==> config.mk <==
export PLATFORM = sky130hd
export DESIGN_NAME = stable_value_reporter_flat
export DESIGN_NICKNAME = d
export VERILOG_FILES = /design/src/rtl/stable_value_reporter_if.sv /design/src/rtl/stable_value_reporter.sv /design/src/flat_wrapper.sv
export SDC_FILE = /design/constraint.sdc
export NUM_CORES = 1
export LEC_CHECK = 0
export CORE_UTILIZATION = 50
export CTS_BUF_LIST = sky130_fd_sc_hd__clkbuf_8
export DETAILED_ROUTE_END_ITERATION = 8
export PLACE_DENSITY_LB_ADDON = 0.05
export RECOVER_POWER = 25
export SLEW_MARGIN = 10
export SYNTH_ARGS = -nofsm -noshare
export SYNTH_HDL_FRONTEND = slang
export SYNTH_SLANG_ARGS = --single-unit
==> constraint.sdc <==
create_clock -name clk -period 6.8 [get_ports clk]
set_input_delay 1.36 -clock clk [delete_from_list [all_inputs] [get_ports clk]]
set_output_delay 1.36 -clock clk [all_outputs]
set_load 0.01 [all_outputs]
==> src/rtl/stable_value_reporter_if.sv <==
// Handshake bundle between the stability-count source, the reporter and its consumer.
// The reporter binds to the slave modport; the driving/consuming side uses master.
interface stable_value_reporter_if #(
    parameter int DEPTH = 4
);
    localparam int LW = $clog2(DEPTH) + 1;

    logic [7:0]    in_val;
    logic [7:0]    in_cnt;
    logic [7:0]    out_data;
    logic          out_valid;
    logic          out_ready;
    logic [7:0]    drop_cnt;
    logic [LW-1:0] fifo_level;

    modport slave (
        input  in_val, in_cnt, out_ready,
        output out_data, out_valid, drop_cnt, fifo_level
    );

    modport master (
        output in_val, in_cnt, out_ready,
        input  out_data, out_valid, drop_cnt, fifo_level
    );
endinterface

==> src/rtl/stable_value_reporter.sv <==
// Turns a value plus its stability run length into "value settled" events,
// queued in a small FIFO and drained over a valid/ready handshake.
module stable_value_reporter #(
    parameter int STABLE_CNT = 3,
    parameter int DEPTH      = 4,
    parameter int DEDUP      = 1
) (
    input logic               clk,
    input logic               rst,
    stable_value_reporter_if.slave bus
);
    localparam int PW = $clog2(DEPTH);
    localparam int LW = PW + 1;

    typedef enum logic {ARM, WAIT_CHANGE} state_t;

    state_t        state_q, state_d;
    logic [7:0]    mem_q [DEPTH];
    logic [PW-1:0] rd_ptr_q, rd_ptr_d;
    logic [PW-1:0] wr_ptr_q, wr_ptr_d;
    logic [LW-1:0] level_q, level_d;
    logic [7:0]    drop_q, drop_d;
    logic [7:0]    last_q, last_d;
    logic          has_q, has_d;
    logic          stable_event;
    logic          suppress;
    logic          push;
    logic          pop;
    logic          full;
    logic          accept;

    // One event per run: fire on reaching the threshold, then wait for the count to restart.
    always_comb begin
        state_d      = state_q;
        stable_event = 1'b0;
        case (state_q)
            ARM: begin
                if (bus.in_cnt == 8'(STABLE_CNT)) begin
                    stable_event = 1'b1;
                    state_d      = WAIT_CHANGE;
                end
            end
            WAIT_CHANGE: begin
                if (bus.in_cnt == 8'd0) begin
                    state_d = ARM;
                end
            end
            default: state_d = ARM;
        endcase
    end

    always_comb begin
        suppress = (DEDUP != 0) && has_q && (bus.in_val == last_q);
        push     = stable_event && !suppress;
        pop      = (level_q != '0) && bus.out_ready;
        full     = (level_q == LW'(DEPTH));
        // A pop in the same cycle frees the slot, so a full FIFO can still accept.
        accept   = push && (!full || pop);

        rd_ptr_d = pop    ? rd_ptr_q + PW'(1) : rd_ptr_q;
        wr_ptr_d = accept ? wr_ptr_q + PW'(1) : wr_ptr_q;

        level_d = level_q;
        if (accept && !pop) begin
            level_d = level_q + LW'(1);
        end else if (!accept && pop) begin
            level_d = level_q - LW'(1);
        end

        drop_d = drop_q;
        if (push && !accept && (drop_q != 8'hFF)) begin
            drop_d = drop_q + 8'd1;
        end

        last_d = last_q;
        has_d  = has_q;
        if (push) begin
            last_d = bus.in_val;
            has_d  = 1'b1;
        end
    end

    always_ff @(posedge clk) begin
        if (rst) begin
            state_q  <= ARM;
            rd_ptr_q <= '0;
            wr_ptr_q <= '0;
            level_q  <= '0;
            drop_q   <= 8'd0;
            last_q   <= 8'd0;
            has_q    <= 1'b0;
        end else begin
            state_q  <= state_d;
            rd_ptr_q <= rd_ptr_d;
            wr_ptr_q <= wr_ptr_d;
            level_q  <= level_d;
            drop_q   <= drop_d;
            last_q   <= last_d;
            has_q    <= has_d;
        end
    end

    // Storage needs no reset; the head is masked whenever the FIFO is empty.
    always_ff @(posedge clk) begin
        if (!rst && accept) begin
            mem_q[wr_ptr_q] <= bus.in_val;
        end
    end

    assign bus.out_valid  = (level_q != '0);
    assign bus.out_data   = bus.out_valid ? mem_q[rd_ptr_q] : 8'h00;
    assign bus.drop_cnt   = drop_q;
    assign bus.fifo_level = level_q;
endmodule

==> src/flat_wrapper.sv <==
// flat-port wrapper written by rule: the top's interface ports become plain ports
module stable_value_reporter_flat 
#(
    parameter int STABLE_CNT = 3,
    parameter int DEPTH      = 4,
    parameter int DEDUP      = 1
)
  (clk, rst, bus_in_val, bus_in_cnt, bus_out_ready, bus_out_data, bus_out_valid, bus_drop_cnt, bus_fifo_level);
  stable_value_reporter_if #(.DEPTH(DEPTH)) bus_i ();
  input logic clk;
  input logic rst;
  input wire logic [$bits(bus_i.in_val)-1:0] bus_in_val;
  input wire logic [$bits(bus_i.in_cnt)-1:0] bus_in_cnt;
  input wire logic [$bits(bus_i.out_ready)-1:0] bus_out_ready;
  output wire logic [$bits(bus_i.out_data)-1:0] bus_out_data;
  output wire logic [$bits(bus_i.out_valid)-1:0] bus_out_valid;
  output wire logic [$bits(bus_i.drop_cnt)-1:0] bus_drop_cnt;
  output wire logic [$bits(bus_i.fifo_level)-1:0] bus_fifo_level;
  assign bus_i.in_val = bus_in_val;
  assign bus_i.in_cnt = bus_in_cnt;
  assign bus_i.out_ready = bus_out_ready;
  assign bus_out_data = bus_i.out_data;
  assign bus_out_valid = bus_i.out_valid;
  assign bus_drop_cnt = bus_i.drop_cnt;
  assign bus_fifo_level = bus_i.fifo_level;
  stable_value_reporter #(.STABLE_CNT(STABLE_CNT), .DEPTH(DEPTH), .DEDUP(DEDUP)) u_core (.clk(clk), .rst(rst), .bus(bus_i));
endmodule
==> reports/metrics.csv, run 1 <==
metric;value;unit
status;complete, no violations;
fillers;404;
critPathMaxStageDelay;0.65;ns
ir_drop;194;uV
nets;274;
synth_edf_count;32;
die_h;74.9;um
synth_nets;232;
setup_viol;0;
fmax;249;MHz
grt_first_pass_wirelength;7820;um
ys_seq_area_share;56.6;%
finalCritPeriodShare;59.0;%
hold_violations;0;
utilization;64.7;%
synth_top_area_share;36.2;%
cts_sinks;59;
async_reset_ff_share;0;%
grt_pass1_vias;1646;
dieArea;5610;um^2
fin_tns_setup;0;ns
power;1.01;mW
post-cts-setup-buffers;0;
start_util;52.0;%
io_buffers;38;
dpl.hpwl;3530;um
coreArea;5110;um^2
n_antenna_cell;0;
final_cell_mix;edfxtp_1 (32), clkdlybuf4s50_1 (31), dfxtp_1 (27), nand2b_1 (16), clkbuf_8 (12);
maxCapViolations;0;
yosysTopAreaCell;edfxtp_1;
clkTransAtPathRegs;0.06;ns
worstHoldPathType;reg2reg;
wl_per_cell;15.5;um
fin_crit;4.01;ns
synth_cells;206;
power_density;305;nW/um^2
synth_seq_cells;59;
arrival;4.27;ns
rr_endpoint;u_core.bus.fifo_level[2];
wl;5010;um
drcViolationCount;0;
grt_overflow;0;
relSlewSlack;43.6;%
cts_resized;0;
seq_area;1500;um^2
cts_max_path_buffers;2;
cts_buffers;9;
worst_pin_slew;0.842;ns
layout_commonest_cell;edfxtp_1;
clock_skew;0.0117;ns
die_width;74.9;um
h-tree-depth;3;
required;7.05;ns
cts_tree;done;
antenna_left;0;
cts_root_buf;clkbuf_8;
drtIter0Drc;119;
io_pins;39;
globalplace.congestion;0.807;
drive_above_1_share;11.1;%
reg2reg_depth;11;
end_kind;flip-flop;
netlist_top_cells_area;edfxtp_1 (36%), dfxtp_1 (20%), mux4_2 (6.8%);
timing.rr.start;u_core.last_q[1];
route.vias.total;1742;
syn_to_final_growth;24.5;%
rsz0062_at_grt;false;
drtPass1Iterations;4;
rows;26;
p_leak;1.11;nW
grt_antenna_before_repair;0;
holdPathEnd;u_core.has_q;
vias_per_cell;5.39;
worstSetupPathType;in2reg;
multiInputGateArea;1090;um^2
yosysWarnings;0;
clock_latency;0.32;ns
synth_area;2660;um^2
whs_path_depth;2;
drv_slew;0;
synthDistinctLibCells;37;
holdBufCountCts;0;
startpoint_type;input port;
critPathMaxFanout;15;
grt_max_degree;36;
synth_flop_cell;edfxtp_1;
r2r_setup_slack;4.19;ns
min_from;u_core.has_q;
cpMaxStageDelayCell;dlygate4sd3_1;
path_cells;dlygate4sd3_1 -> xnor2_1 -> nand3_1 -> nor3_1 -> buf_4 -> nor3b_2 -> ha_1 -> inv_1 -> fa_1 -> xor2_1 -> or3_1 -> a21oi_1;
grt_usage;19.3;%
syn_area_per_cell;12.9;um^2
-- Yosys cell counts, types with 2 or more instances --
master    count
nor2_1       11
edfxtp_1     32
mux4_2        8
nand3_1       7
or4_1         4
and3_1        2
xnor2_1       8
xor2_1        4
clkbuf_1      8
ha_1          6
dfxtp_1      27
nand2_1       3
mux2i_1      10
and3b_1       4
nor4_1        2
nand2b_1     16
or3_1         4
nand4_1       3
o31ai_1       4
o21ai_0       5
a21oi_1      10
and2_1        8
inv_1         6
-- kinds of logic (layout without fill, tap and decap cells) --
logic type      count (synthesis)  count (layout)  synth area share [%]
buf+inv                        15              62                  2.40
simple gates                   72              72                  17.5
compound gates                 22              22                  5.04
xor+xnor                       12              12                  3.96
flops                          59              59                  56.6
fa+ha+maj                       7               7                  3.58
mux                            19              19                  11.0
-- critical path, delay by kind of cell --
family	cells	cell delay [ns]
AO/OA/AOI/OAI	1	0.15
XOR/XNOR	2	0.33
adder cells (fa/ha/maj)	2	0.64
buffers and inverters	3	0.89
AND/OR/NAND/NOR	4	0.90
-- sequential cells by signal, summed over array words and instances (netlist names), named ones only --
| register | cells |
|---|---|
| u_core.state_q | 1 |
| u_core.mem_q | 32 |
| u_core.bus.fifo_level | 3 |
| u_core.last_q | 8 |
| u_core.has_q | 1 |
| u_core.bus.drop_cnt | 8 |
| u_core.wr_ptr_q | 2 |
| u_core.rd_ptr_q | 2 |
-- where the power goes --
part	internal [mW]	switching, mW
Clock	0.196	0.126
Combinational	0.155	0.110
Sequential	0.391	0.0289
-- layer usage --
| layer | routed length (um) | global-route usage, % | vias to the layer above |
|---|---|---|---|
| met4 | 43 | 7.55 | 0 |
| met2 | 2600 | 31.8 | 36 |
| met5 | 0 | 0 | - |
| met1 | 2210 | 24.8 | 854 |
| li1 | - | - | 846 |
| met3 | 151 | 4.55 | 6 |
-- worst max path at each step --
| stage | start | end | slack [ns] | depth (start not counted) |
|---|---|---|---|---|
| 3_3_place_gp | bus_in_val[1] | u_core.bus.fifo_level[2] | 2.69 | 12 |
| 2_1_floorplan | bus_in_cnt[3] | u_core.bus.fifo_level[2] | 3.28 | 9 |
| 6_report | bus_in_val[7] | u_core.bus.fifo_level[2] | 2.79 | 12 |
| 4_1_cts | bus_in_val[7] | u_core.bus.fifo_level[2] | 2.90 | 12 |
| 5_1_grt | bus_in_val[5] | u_core.bus.fifo_level[2] | 2.62 | 12 |
| 3_5_place_dp | bus_in_val[7] | u_core.bus.fifo_level[2] | 2.54 | 12 |
-- stage by stage --
stage / setup slack [ns] / hold slack, ns / cells / instance area (um^2)
finish: 2.79 / 0.454 / 323 / 3300
floorplan: 3.28 / 0.426 / 206 / 2660
global route: 2.62 / 0.492 / 323 / 3300
global placement: 2.69 / 0.457 / 307 / 3100
detailed placement: 2.54 / 0.447 / 307 / 3100
CTS: 2.90 / 0.456 / 323 / 3300
-- layout make-up --
cell class | count | share of cell area (%)
Sequential cell | 59 | 45.4
Tap cell | 70 | 2.65
Timing Repair Buffer | 40 | 12.0
Clock inverter | 4 | 1.29
Inverter | 6 | 0.682
Multi-Input combinational cell | 132 | 33.0
Clock buffer | 12 | 5.00
(Power assumes the default switching activity.)
==> run 2: changes to the inputs <==
==> constraint.sdc (replaced) <==
create_clock -name clk -period 3.7 [get_ports clk]
set_input_delay 0.74 -clock clk [delete_from_list [all_inputs] [get_ports clk]]
set_output_delay 0.74 -clock clk [all_outputs]
set_load 0.01 [all_outputs]
==> reports/metrics.csv, run 2 (synthesized netlist as in run 1, its figures left out) <==
metric;value;unit;change
fmax;329;MHz;
end_kind;flip-flop;;
grt_overflow;0;;unchanged
fin_tns_setup;0;ns;unchanged
coreArea;5110;um^2;unchanged
cts_tree;done;;
arrival;3.29;ns;-0.98 ns
maxCapViolations;0;;unchanged
layout_commonest_cell;edfxtp_1;;
die_width;74.9;um;unchanged
rows;26;;unchanged
syn_to_final_growth;24.0;%;
p_leak;1.10;nW;-0.53%
grt_pass1_vias;1724;;+4.7%
worst_pin_slew;0.915;ns;+0.0721 ns
cts_max_path_buffers;2;;unchanged
io_pins;39;;unchanged
drv_slew;0;;unchanged
cts_resized;0;;unchanged
start_util;52.0;%;unchanged
power_density;541;nW/um^2;+77%
worstSetupPathType;in2reg;;
startpoint_type;input port;;
critical_path.top_delay_family;simple AND/OR/NAND/NOR gates;;
wl;5220;um;+4.4%
route.vias.total;1745;;+0.17%
clock_skew;0.00406;ns;-0.00768 ns
clkTransAtPathRegs;0.06;ns;about the same
h-tree-depth;3;;unchanged
nets;278;;+1.5%
drive_above_1_share;10.5;%;-0.52 points
holdBufCountCts;0;;unchanged
largest_reg_flops;32;;unchanged
post-place-ws;0.331;ns;-2.21 ns
path_cells;clkdlybuf4s50_1 -> nor4_4 -> nand4_4 -> nor3b_2 -> ha_1 -> inv_1 -> fa_1 -> xor2_1 -> or3_1 -> a21oi_1;;
drcViolationCount;0;;unchanged
drtPass1Iterations;4;;unchanged
required;3.96;ns;-3.09 ns
cts_buffers;9;;unchanged
drtIter0Drc;73;;-39%
die_h;74.9;um;unchanged
globalplace.congestion;0.795;;-1.5%
critPathMaxFanout;7;;-8
rsz0062_at_grt;false;;
antenna_left;0;;unchanged
top_register;u_core.mem_q;;
post-cts-setup-buffers;0;;unchanged
dieArea;5610;um^2;unchanged
vias_per_cell;5.35;;-0.75%
cts_sinks;59;;unchanged
grt_usage;20.4;%;+1.1 points
critPathMaxStageDelay;0.44;ns;-0.21 ns
grt_antenna_before_repair;0;;unchanged
crit_buf_inv;2;;-1
wl_per_cell;16.0;um;+3.4%
setup_viol;0;;unchanged
relSlewSlack;38.8;%;-4.8 points
hold_violations;0;;unchanged
fin_crit;3.03;ns;
grt_max_degree;27;;-25%
clock_latency;0.32;ns;about the same
worstHoldPathType;reg2reg;;
cpMaxStageDelayCell;clkdlybuf4s50_1;;
ir_drop;291;uV;+50%
setup_ws;0.665;ns;-2.12 ns
status;complete, no violations;;
io_buffers;38;;unchanged
n_antenna_cell;0;;unchanged
dpl.hpwl;3710;um;+5.2%
final_cell_mix;edfxtp_1 (32), clkdlybuf4s50_1 (31), dfxtp_1 (27), nand2b_1 (16), nor2_1 (11);;
finalCritPeriodShare;82.0;%;
cts_root_buf;clkbuf_8;;
grt_first_pass_wirelength;8050;um;+3.0%
run 2: cell count changes in the layout (fill, tap and decap cells not counted):
cell and change:
buf_4 +2, clkbuf_1 +2, clkbuf_8 -3, clkinv_1 +2
run 2: final cells by class:
class                           instances  area, um^2
Clock inverter                          6        50.0
Tap cell                               70        87.6
Sequential cell                        59        1500
Inverter                                6        22.5
Fill cell                             421        1810
Multi-Input combinational cell        132        1090
Clock buffer                            9         124
Timing Repair Buffer                   44         418
run 2: layer usage:
metal	vias up	GRT usage [%]	share of wire (%)
met4	0	10.9	1.8
met1	841	24.7	44
met5	-	0	0
li1	850	-	-
met3	10	4.02	3.6
met2	44	34.4	51
run 2: power breakdown:
part | internal [mW] | switching (mW) | total, mW
registers | 0.719 | 0.0519 | 0.771
clock network | 0.296 | 0.227 | 0.523
logic | 0.285 | 0.202 | 0.487
run 2: worst paths after layout:
check,startpoint,end,slack (ns),cells after the start
worst min register to register,u_core.has_q,u_core.has_q,0.45,2
worst max register to register,u_core.bus.fifo_level[0],u_core.bus.fifo_level[2],1.29,8
worst min-delay path,u_core.has_q,u_core.has_q,0.45,2
worst max-delay path,bus_in_cnt[3],u_core.bus.fifo_level[2],0.67,10
run 2: metrics by stage:
stage	instance area (um^2)	hold slack [ns]	util [%]	cells	total power [mW]
2_1_floorplan	2660	0.426	-	206	1.04
3_3_place_gp	3130	0.442	61.2	311	1.26
6_report	3290	0.447	64.5	326	1.78
3_5_place_dp	3130	0.437	61.2	311	1.28
4_1_cts	3300	0.446	64.6	326	1.80
5_1_grt	3290	0.498	64.5	326	1.87
run 2: worst register-to-register path, cell delays in order, from the launching register on:
cell     delay (ns)
dfxtp_1        0.36
or3_1          0.54
nand2_1        0.19
ha_1           0.20
inv_1          0.06
fa_1           0.38
xor2_1         0.16
or3_1          0.30
a21oi_1        0.14
==> run 3: changes to the inputs <==
==> constraint.sdc (replaced) <==
create_clock -name clk -period 2.9 [get_ports clk]
set_input_delay 0.58 -clock clk [delete_from_list [all_inputs] [get_ports clk]]
set_output_delay 0.58 -clock clk [all_outputs]
set_load 0.01 [all_outputs]
==> reports/metrics.csv, run 3 (synthesized netlist as in run 1, its figures left out) <==
metric;value;unit;change
hold_violations;0;;unchanged
top_register;u_core.mem_q;;
start_util;52.0;%;unchanged
drv_slew;0;;unchanged
wl_per_cell;15.4;um;-3.6%
critPathMaxFanout;2;;-5
route.vias.total;1808;;+3.6%
setup_viol;0;;unchanged
path_cells;clkdlybuf4s50_1 -> nor4_4 -> nand4_4 -> nor3b_2 -> ha_1 -> inv_1 -> fa_1 -> xor2_1 -> or3_1 -> a21oi_1;;
min_from;u_core.has_q;;
required;3.15;ns;-0.81 ns
h-tree-depth;3;;unchanged
fin_tns_setup;0;ns;unchanged
wl;5270;um;+0.78%
worst_pin_slew;0.990;ns;+0.0756 ns
largest_reg_flops;32;;unchanged
coreArea;5110;um^2;unchanged
status;complete, no violations;;
critPathMaxStageDelay;0.45;ns;about the same
utilization;66.6;%;+2.2 points
die_width;74.9;um;unchanged
antenna_left;0;;unchanged
ir_drop;382;uV;+31%
cts_max_path_buffers;2;;unchanged
nets;292;;+5.0%
layout_commonest_cell;edfxtp_1;;
globalplace.congestion;0.772;;-2.9%
critical_path.top_delay_family;simple AND/OR/NAND/NOR gates;;
worstSetupPathType;in2reg;;
end_kind;flip-flop;;
drcViolationCount;0;;unchanged
cts_resized;0;;unchanged
finalCritPeriodShare;95.2;%;
cts_root_buf;clkbuf_8;;
clkTransAtPathRegs;0.06;ns;about the same
drtPass1Iterations;4;;unchanged
final_cell_mix;edfxtp_1 (32), clkdlybuf4s50_1 (30), dfxtp_1 (27), nand2b_1 (16), buf_4 (13);;
cpMaxStageDelayCell;clkdlybuf4s50_1;;
power_density;691;nW/um^2;+28%
p_leak;1.17;nW;+5.9%
timing.rr.start;u_core.bus.fifo_level[0];;
dieArea;5610;um^2;unchanged
cts_tree;done;;
io_buffers;38;;unchanged
startpoint;bus_in_cnt[4];;
rows;26;;unchanged
grt_first_pass_wirelength;8350;um;+3.7%
grt_antenna_before_repair;0;;unchanged
maxCapViolations;0;;unchanged
worstHoldPathType;reg2reg;;
io_pins;39;;unchanged
hold_ws;0.461;ns;+0.0143 ns
syn_to_final_growth;28.2;%;
arrival;3.01;ns;-0.28 ns
clock_latency;0.33;ns;about the same
grt_max_degree;36;;+33%
relSlewSlack;33.7;%;-5.1 points
grt_usage;21.0;%;+0.62 points
n_antenna_cell;0;;unchanged
fmax;362;MHz;
grt_overflow;0;;unchanged
dpl.hpwl;3800;um;+2.5%
vias_per_cell;5.30;;-0.95%
drtIter0Drc;93;;+27%
clock_skew;0.00998;ns;+0.00593 ns
die_h;74.9;um;unchanged
r2r_setup_slack;0.52;ns;-0.77 ns
grt_pass1_vias;1800;;+4.4%
cts_buffers;9;;unchanged
fin_crit;2.76;ns;
crit_buf_inv;2;;unchanged
cts_sinks;59;;unchanged
startpoint_type;input port;;
drive_above_1_share;14.0;%;+3.5 points
run 3: cell count changes in the layout (fill, tap and decap cells not counted), sizes merged:
cell / before / now
buf: 4 / 13
clkbuf: 11 / 18
clkdlybuf4s50: 31 / 30
clkinv: 3 / 2
dlygate4sd3: 7 / 8
run 3: final cells by class:
| class | instances | area (um^2) |
|---|---|---|
| flip-flops and latches | 59 | 1500 |
| inverters | 6 | 22.5 |
| clock inverters | 5 | 46.3 |
| well taps | 70 | 87.6 |
| multi-input cells | 132 | 1090 |
| clock buffers | 11 | 151 |
| repair buffers | 58 | 504 |
| fillers | 399 | 1700 |
run 3: report_power, final:
part           switching (mW)  internal, mW
registers              0.0387         0.917
clock network           0.300         0.433
logic                   0.284         0.381
total                   0.622          1.73
run 3: routing by layer:
metal | wire length (um) | part of all wire, % | up-vias | global-route usage, %
met3 | 174 | 3.3 | 9 | 6.02
li1 | - | - | 884 | -
met4 | 73 | 1.4 | 0 | 7.76
met1 | 2370 | 45 | 864 | 25.8
met5 | 0 | 0 | - | 0
met2 | 2650 | 50 | 51 | 35.3
run 3: timing repair:
action / in CTS / in global routing
hold buffers: 0 / 0
buffers inserted: 0 / 1
endpoints found under the setup margin: 0 / 1
run 3: worst reg2reg max path: stages, from the launching register on:
cell and delay (ns):
dfxtp_1 0.36, or3_1 0.53, nand2_1 0.19, ha_1 0.18, inv_1 0.06, fa_1 0.37
xor2_1 0.15, or3_1 0.30, a21oi_1 0.16
run 3: final timing paths:
kind	cells after the start	end
setup reg to reg	8	u_core.bus.fifo_level[2]
hold / removal	2	u_core.has_q
hold reg to reg	2	u_core.has_q
setup / recovery	10	u_core.bus.fifo_level[2]
run 3: stage by stage:
stage / worst slack, ns / std cells / cell area (um^2) / power [mW]
after global placement: -0.108 / 324 / 3220 / 1.63
after CTS: 0.131 / 340 / 3420 / 2.39
after floorplan: 0.160 / 206 / 2660 / 1.32
final: 0.140 / 341 / 3400 / 2.35
after detailed placement: -0.197 / 324 / 3220 / 1.66
after global routing: -0.00396 / 341 / 3400 / 2.47
